===== src/rtl/alu_exec_unit_if.sv =====
// Handshake and operand/result bundle for alu_exec_unit.
// The master drives operations and consumes results. The slave is the execute unit.
interface alu_exec_unit_if #(
  parameter int WIDTH = 32
);
  logic             in_valid;
  logic             in_ready;
  logic [2:0]       alu_control;
  logic [WIDTH-1:0] src_a;
  logic [WIDTH-1:0] src_b;
  logic             out_valid;
  logic             out_ready;
  logic [WIDTH-1:0] result;
  logic             zero;

  modport master (
    output in_valid, alu_control, src_a, src_b, out_ready,
    input  in_ready, out_valid, result, zero
  );

  modport slave (
    input  in_valid, alu_control, src_a, src_b, out_ready,
    output in_ready, out_valid, result, zero
  );
endinterface


===== src/rtl/alu_exec_unit.sv =====
// Execute-stage ALU with a registered result and zero flag, behind valid/ready handshakes.
// By default, shifts step one bit per cycle. Defining ALU_FAST_SHIFT_EN selects a single-cycle barrel shifter instead.
module alu_exec_unit #(
  parameter int WIDTH   = 32,
  parameter int SHAMT_W = $clog2(WIDTH)
) (
  input logic           clk,
  input logic           rst,
  alu_exec_unit_if.slave bus
);

  typedef enum logic {IDLE, SHIFT} state_t;

  localparam logic [2:0] OP_ADD = 3'b000;
  localparam logic [2:0] OP_SUB = 3'b001;
  localparam logic [2:0] OP_AND = 3'b010;
  localparam logic [2:0] OP_OR  = 3'b011;
  localparam logic [2:0] OP_XOR = 3'b100;
  localparam logic [2:0] OP_SLT = 3'b101;
  localparam logic [2:0] OP_SLL = 3'b110;

  state_t             state, state_n;
  logic [WIDTH-1:0]   work, work_n;
  logic [SHAMT_W-1:0] cnt, cnt_n;
  logic               dir_right, dir_right_n;
  logic [WIDTH-1:0]   result_q;
  logic               zero_q;
  logic               out_valid_q;

  logic               in_ready;
  logic               accept;
  logic               is_shift;
  logic [SHAMT_W-1:0] shamt;
  logic [WIDTH-1:0]   alu_value;
  logic [WIDTH-1:0]   step_value;
  logic               load;
  logic [WIDTH-1:0]   load_value;

  assign in_ready      = (state == IDLE) && (!out_valid_q || bus.out_ready);
  assign accept        = bus.in_valid && in_ready;
  assign is_shift      = bus.alu_control[2] && bus.alu_control[1];
  assign shamt         = bus.src_b[SHAMT_W-1:0];
  assign step_value    = dir_right ? (work >> 1) : (work << 1);

  assign bus.in_ready  = in_ready;
  assign bus.out_valid = out_valid_q;
  assign bus.result    = result_q;
  assign bus.zero      = zero_q;

  // Single-cycle datapath. Shifts fall through to src_a, which is also the shift-by-zero result.
  always_comb begin
    alu_value = bus.src_a;
    case (bus.alu_control)
      OP_ADD: alu_value = bus.src_a + bus.src_b;
      OP_SUB: alu_value = bus.src_a - bus.src_b;
      OP_AND: alu_value = bus.src_a & bus.src_b;
      OP_OR:  alu_value = bus.src_a | bus.src_b;
      OP_XOR: alu_value = bus.src_a ^ bus.src_b;
      OP_SLT: alu_value = {{(WIDTH-1){1'b0}},
                           ($signed(bus.src_a) < $signed(bus.src_b))};
`ifdef ALU_FAST_SHIFT_EN
      OP_SLL: alu_value = bus.src_a << shamt;
      default: alu_value = bus.src_a >> shamt;
`else
      default: alu_value = bus.src_a;
`endif
    endcase
  end

  always_comb begin
    state_n     = state;
    work_n      = work;
    cnt_n       = cnt;
    dir_right_n = dir_right;
    load        = 1'b0;
    load_value  = alu_value;
    case (state)
      IDLE: begin
        if (accept) begin
`ifdef ALU_FAST_SHIFT_EN
          load = 1'b1;
`else
          if (is_shift && (shamt != '0)) begin
            work_n      = bus.src_a;
            cnt_n       = shamt;
            dir_right_n = bus.alu_control[0];
            state_n     = SHIFT;
          end else begin
            load = 1'b1;
          end
`endif
        end
      end
      SHIFT: begin
        work_n = step_value;
        cnt_n  = cnt - SHAMT_W'(1);
        // The last step loads its shifted value straight into the result, so latency equals shamt.
        if (cnt == SHAMT_W'(1)) begin
          load       = 1'b1;
          load_value = step_value;
          state_n    = IDLE;
        end
      end
      default: state_n = IDLE;
    endcase
  end

  always_ff @(posedge clk) begin
    if (rst) begin
      state       <= IDLE;
      work        <= '0;
      cnt         <= '0;
      dir_right   <= 1'b0;
      result_q    <= '0;
      zero_q      <= 1'b0;
      out_valid_q <= 1'b0;
    end else begin
      state     <= state_n;
      work      <= work_n;
      cnt       <= cnt_n;
      dir_right <= dir_right_n;
      if (load) begin
        result_q    <= load_value;
        zero_q      <= (load_value == '0);
        out_valid_q <= 1'b1;
      end else if (out_valid_q && bus.out_ready) begin
        out_valid_q <= 1'b0;
      end
    end
  end

endmodule


===== src/flat_wrapper.sv =====
// flat-port wrapper written by rule: the top's interface ports become plain ports
module alu_exec_unit_flat 
#(
  parameter int WIDTH   = 32,
  parameter int SHAMT_W = $clog2(WIDTH)
)
  (clk, rst, bus_in_valid, bus_alu_control, bus_src_a, bus_src_b, bus_out_ready, bus_in_ready, bus_out_valid, bus_result, bus_zero);
  alu_exec_unit_if #(.WIDTH(WIDTH)) bus_i ();
  input logic clk;
  input logic rst;
  input wire logic [$bits(bus_i.in_valid)-1:0] bus_in_valid;
  input wire logic [$bits(bus_i.alu_control)-1:0] bus_alu_control;
  input wire logic [$bits(bus_i.src_a)-1:0] bus_src_a;
  input wire logic [$bits(bus_i.src_b)-1:0] bus_src_b;
  input wire logic [$bits(bus_i.out_ready)-1:0] bus_out_ready;
  output wire logic [$bits(bus_i.in_ready)-1:0] bus_in_ready;
  output wire logic [$bits(bus_i.out_valid)-1:0] bus_out_valid;
  output wire logic [$bits(bus_i.result)-1:0] bus_result;
  output wire logic [$bits(bus_i.zero)-1:0] bus_zero;
  assign bus_i.in_valid = bus_in_valid;
  assign bus_i.alu_control = bus_alu_control;
  assign bus_i.src_a = bus_src_a;
  assign bus_i.src_b = bus_src_b;
  assign bus_i.out_ready = bus_out_ready;
  assign bus_in_ready = bus_i.in_ready;
  assign bus_out_valid = bus_i.out_valid;
  assign bus_result = bus_i.result;
  assign bus_zero = bus_i.zero;
  alu_exec_unit #(.WIDTH(WIDTH), .SHAMT_W(SHAMT_W)) u_core (.clk(clk), .rst(rst), .bus(bus_i));
endmodule

===== config.mk =====
export PLATFORM = sky130hd
export DESIGN_NAME = alu_exec_unit_flat
export DESIGN_NICKNAME = d
export VERILOG_FILES = /design/src/rtl/alu_exec_unit_if.sv /design/src/rtl/alu_exec_unit.sv /design/src/flat_wrapper.sv
export SDC_FILE = /design/constraint.sdc
export NUM_CORES = 1
export LEC_CHECK = 0
export CAP_MARGIN = 20
export CORE_UTILIZATION = 38
export CTS_CLUSTER_DIAMETER = 40
export CTS_CLUSTER_SIZE = 14
export DETAILED_ROUTE_END_ITERATION = 6
export PLACE_DENSITY_LB_ADDON = 0.1
export SLEW_MARGIN = 20
export SYNTH_ARGS = -nofsm -noshare
export SYNTH_HDL_FRONTEND = slang
export SYNTH_SLANG_ARGS = --single-unit

===== constraint.sdc =====
create_clock -name clk -period 4.2 [get_ports clk]
set_clock_uncertainty 0.15 [all_clocks]
set_input_delay 0.42 -clock clk [delete_from_list [all_inputs] [get_ports clk]]
set_output_delay 0.42 -clock clk [all_outputs]
set_load 0.03 [all_outputs]

==> impl_metrics.tcl <==
set metrics [dict create \
    drive_gt1_frac 0.2181 \
    p_clk_frac 0.284 \
    crit_end "u_core.bus.zero" \
    postCtsHoldBufs 0 \
    io_pins 106 \
    dpl-instance-area_sq_mm 0.01299 \
    synth-seq-area-share 0.1497 \
    synth_area_leaders "dfxtp_1, ha_1, a21oi_1" \
    p_int_w 0.002092 \
    start_util 0.3876 \
    synth_largest_area_cell "dfxtp_1" \
    synth_warnings 0 \
    core_area_sq_mm 0.02518 \
    setup_violations 0 \
    p_sw_frac 0.4009 \
    syn_area_sq_mm 0.009759 \
    finalCriticalPeriod_ns 4.193 \
    layout.nets 1879 \
    ctsRootBufferMaster "clkbuf_16" \
    slowest_delay_ns 0.46 \
    cts_sinks 73 \
    final_util 0.5358 \
    slew_headroom 0.3936 \
    netlist-cell-type-count 83 \
    dp.cells 2017 \
    place.gp.congestion 1.006 \
    hpwlAfterDp_um 35610 \
    synth_top_area_frac 0.1497 \
    antenna_cells 0 \
    worst-path-max-fanout 3 \
    crit_type "input pin to flip-flop" \
    grt_max_degree 74 \
    arrival_ns 4.29 \
    critPathLaunch "bus_src_a[0]" \
    clock_path_buffers 2 \
    cpMaxStageDelayCell "a2111oi_0" \
    grt_pass1_wl_um 68450 \
    grt_usage 0.3427 \
    switching_power_w 0.001400 \
    antenna_left 0 \
    die_h_um 162.3 \
    seqCellArea_sq_mm 0.001464 \
    reg2reg_slack_ns 0.39 \
    synth_fp_nets 1578 \
    share_seq_of_total_power 0.229 \
    synth_top_flop_cell "dfxtp_1" \
    worstMarginPinSlew_ns 0.9096 \
    die_w_um 162.3 \
    slew_violations 0 \
    multi_input_area_sq_mm 0.007661 \
    cts_tree "built" \
    syn_to_final_growth_pct 38.26 \
    ys_ff_latch 73 \
    status "finished, final reports clean" \
    viasPerCell 5.940 \
    portBuffers 105 \
    fillers 2546 \
    gr-total-overflow 0 \
    insertion_delay_ns 0.36 \
    rsz0062_at_grt "true" \
    dr.pass1.iters 6 \
    vias 12090 \
    async_flop_share 0 \
    std_cell_rows 58 \
    r2r_start "u_core.cnt[1]" \
    r2r_end "u_core.bus.zero" \
    cts_max_level 3 \
    powerDensity_mw_per_mm2 258.8 \
    finalHoldViolCount 0 \
    p_leak_nw 5.754 \
    first_global_vias 11540 \
    crit_chain "clkdlybuf4s50_1 > ha_2 > fa_2 > a211o_1 > a211o_1 > a21oi_4 > o2111ai_4 > buf_4 > a2111oi_0 > nor3_1 > mux2_2 > a21oi_1 > a211oi_2 > o41ai_2" \
    combPwrFrac 0.487 \
    hold_path_class "flip-flop to flip-flop" \
    dieArea_sq_mm 0.02633 \
    worstPathRequired_ns 4.30 \
    syn_area_per_cell_sq_um 6.971 \
    cts_buffers 9 \
    antenna_found_initial 0 \
    maxCapViolCount 0 \
    syn_inst 1400 \
    synthTopCellsByCount "a21oi_1, nor2_1, ha_1, inv_1, o21ai_0" \
    clkSlewWorstSetupHoldPaths_ns 0.07 \
    cp-end-kind "flip-flop" \
    drt_iter0_markers 1052 \
    design_area_sq_mm 0.01349 \
    fmax_ghz 0.2385 \
    reg2regPathDepth 15 \
    ir_drop_mv 0.1916 \
    routed_wl_um 45500 \
    synth.most_common_cell "a21oi_1" \
    cp_common_cell "a211o_1" \
    fin_crit_sh 0.9984 \
    synth_edf_count 0 \
    drcViolationCount 0 \
    final_cell_count_no_fill 2036 \
    wl_per_cell_um 22.35 \
    startpoint_type "input pin" \
]
layer usage:
| metal | global-route usage | vias up | part of all wire | wire [um] |
|---|---|---|---|---|
| met2 | 0.5847 | 475 | 0.47 | 21570 |
| met4 | 0.1256 | 0 | 0.038 | 1738 |
| met5 | 0 | - | 0 | 0 |
| met3 | 0.03064 | 87 | 0.057 | 2603 |
| met1 | 0.4458 | 5762 | 0.43 | 19590 |
| li1 | - | 5770 | - | - |
flip-flops by register name, summed over array words and instances (netlist names):
signal                flops
u_core.bus.out_valid      1
u_core.dir_right          1
u_core.work              32
u_core.cnt                5
u_core.bus.result        32
u_core.state              1
u_core.bus.zero           1
cell type report:
cell class	instances	area share
Multi-Input combinational cell	1120	0.5678
Clock inverter	6	0.008346
Timing Repair Buffer	392	0.2386
Sequential cell	73	0.1085
Inverter	105	0.02921
Clock buffer	10	0.01697
Tap cell	330	0.03060
per-stage QoR:
step | power (W) | setup slack [ns] | hold WS (ns) | TNS (ns)
3_5_place_dp | 0.002455 | -0.6599 | 0.2952 | -3.713
5_1_grt | 0.003645 | -0.05893 | 0.3217 | -0.05893
4_1_cts | 0.003459 | 0.009735 | 0.3027 | 0
2_1_floorplan | 0.001657 | 0.7309 | 0.2838 | 0
6_report | 0.003491 | 0.006784 | 0.3002 | 0
3_3_place_gp | 0.002453 | -0.6397 | 0.2916 | -3.016
critical path, delay by kind of cell:
kind	cells	cell delay, ns
and+or+nand+nor	1	0.15
muxes	1	0.29
adders and majority gates	2	0.60
buffers and inverters	2	0.64
AOI/OAI and AO/OA	8	2.19
worst min path at each step:
stage / start / end / slack [ns] / cells past startpoint
after floorplan: u_core.work[0] / u_core.work[0] / 0.28 / 2
after global placement: u_core.bus.result[24] / u_core.bus.result[24] / 0.29 / 2
after detailed placement: u_core.bus.result[26] / u_core.bus.result[26] / 0.30 / 2
after CTS: u_core.bus.result[26] / u_core.bus.result[26] / 0.30 / 2
after global routing: u_core.bus.result[26] / u_core.bus.result[26] / 0.32 / 2
final: u_core.bus.result[26] / u_core.bus.result[26] / 0.30 / 2
cells by family after synthesis:
kind of cell | count (synthesis) | synth area share
compound gates | 534 | 0.3664
xor+xnor | 4 | 0.003590
fa+ha+maj | 107 | 0.1387
simple gates | 434 | 0.2167
mux | 41 | 0.04269
buf+inv | 207 | 0.08218
flops | 73 | 0.1497
placed cells by master (no fill, tap or decap), types with 6 or more instances in the layout:
cell	netlist	routed
buf_4	0	284
a21oi_1	139	136
nor2_1	134	132
inv_1	103	103
ha_1	105	102
o21ai_0	101	101
nand2_1	100	100
clkdlybuf4s50_1	0	98
a211oi_1	84	82
dfxtp_1	73	71
nor2b_1	39	38
nor3_1	38	37
mux2i_1	36	36
nand3_1	26	26
o31ai_1	21	20
a21o_1	18	18
o211ai_1	15	15
a22oi_1	15	14
nand4_1	12	12
or2_2	11	11
a221oi_1	14	11
o221ai_1	11	11
a31oi_1	12	11
nand2b_1	9	9
and3_1	9	9
nor4_1	11	9
a211o_1	9	9
o21a_1	9	9
clkbuf_16	0	9
and2_1	9	8
nand3b_1	7	7
or4_1	6	6
or3_1	6	6
o211a_1	6	6
repair_timing:
action                     CTS  global route
setup endpoints to repair    3             7
gates resized for setup     14            18
hold endpoints to repair     0             0
setup buffers                1             2
pin swaps                    8            15
power by group through the flow:
stage	Clock (W)	Combinational (W)	Sequential, W
finish	0.000991	0.00170	0.000798
global route	0.00102	0.00182	0.000804
CTS	0.00100	0.00166	0.000798
detailed placement	0	0.00164	0.000814
global placement	0	0.00164	0.000813
floorplan	0	0.000802	0.000855
Power figures use the tool's default switching activity.
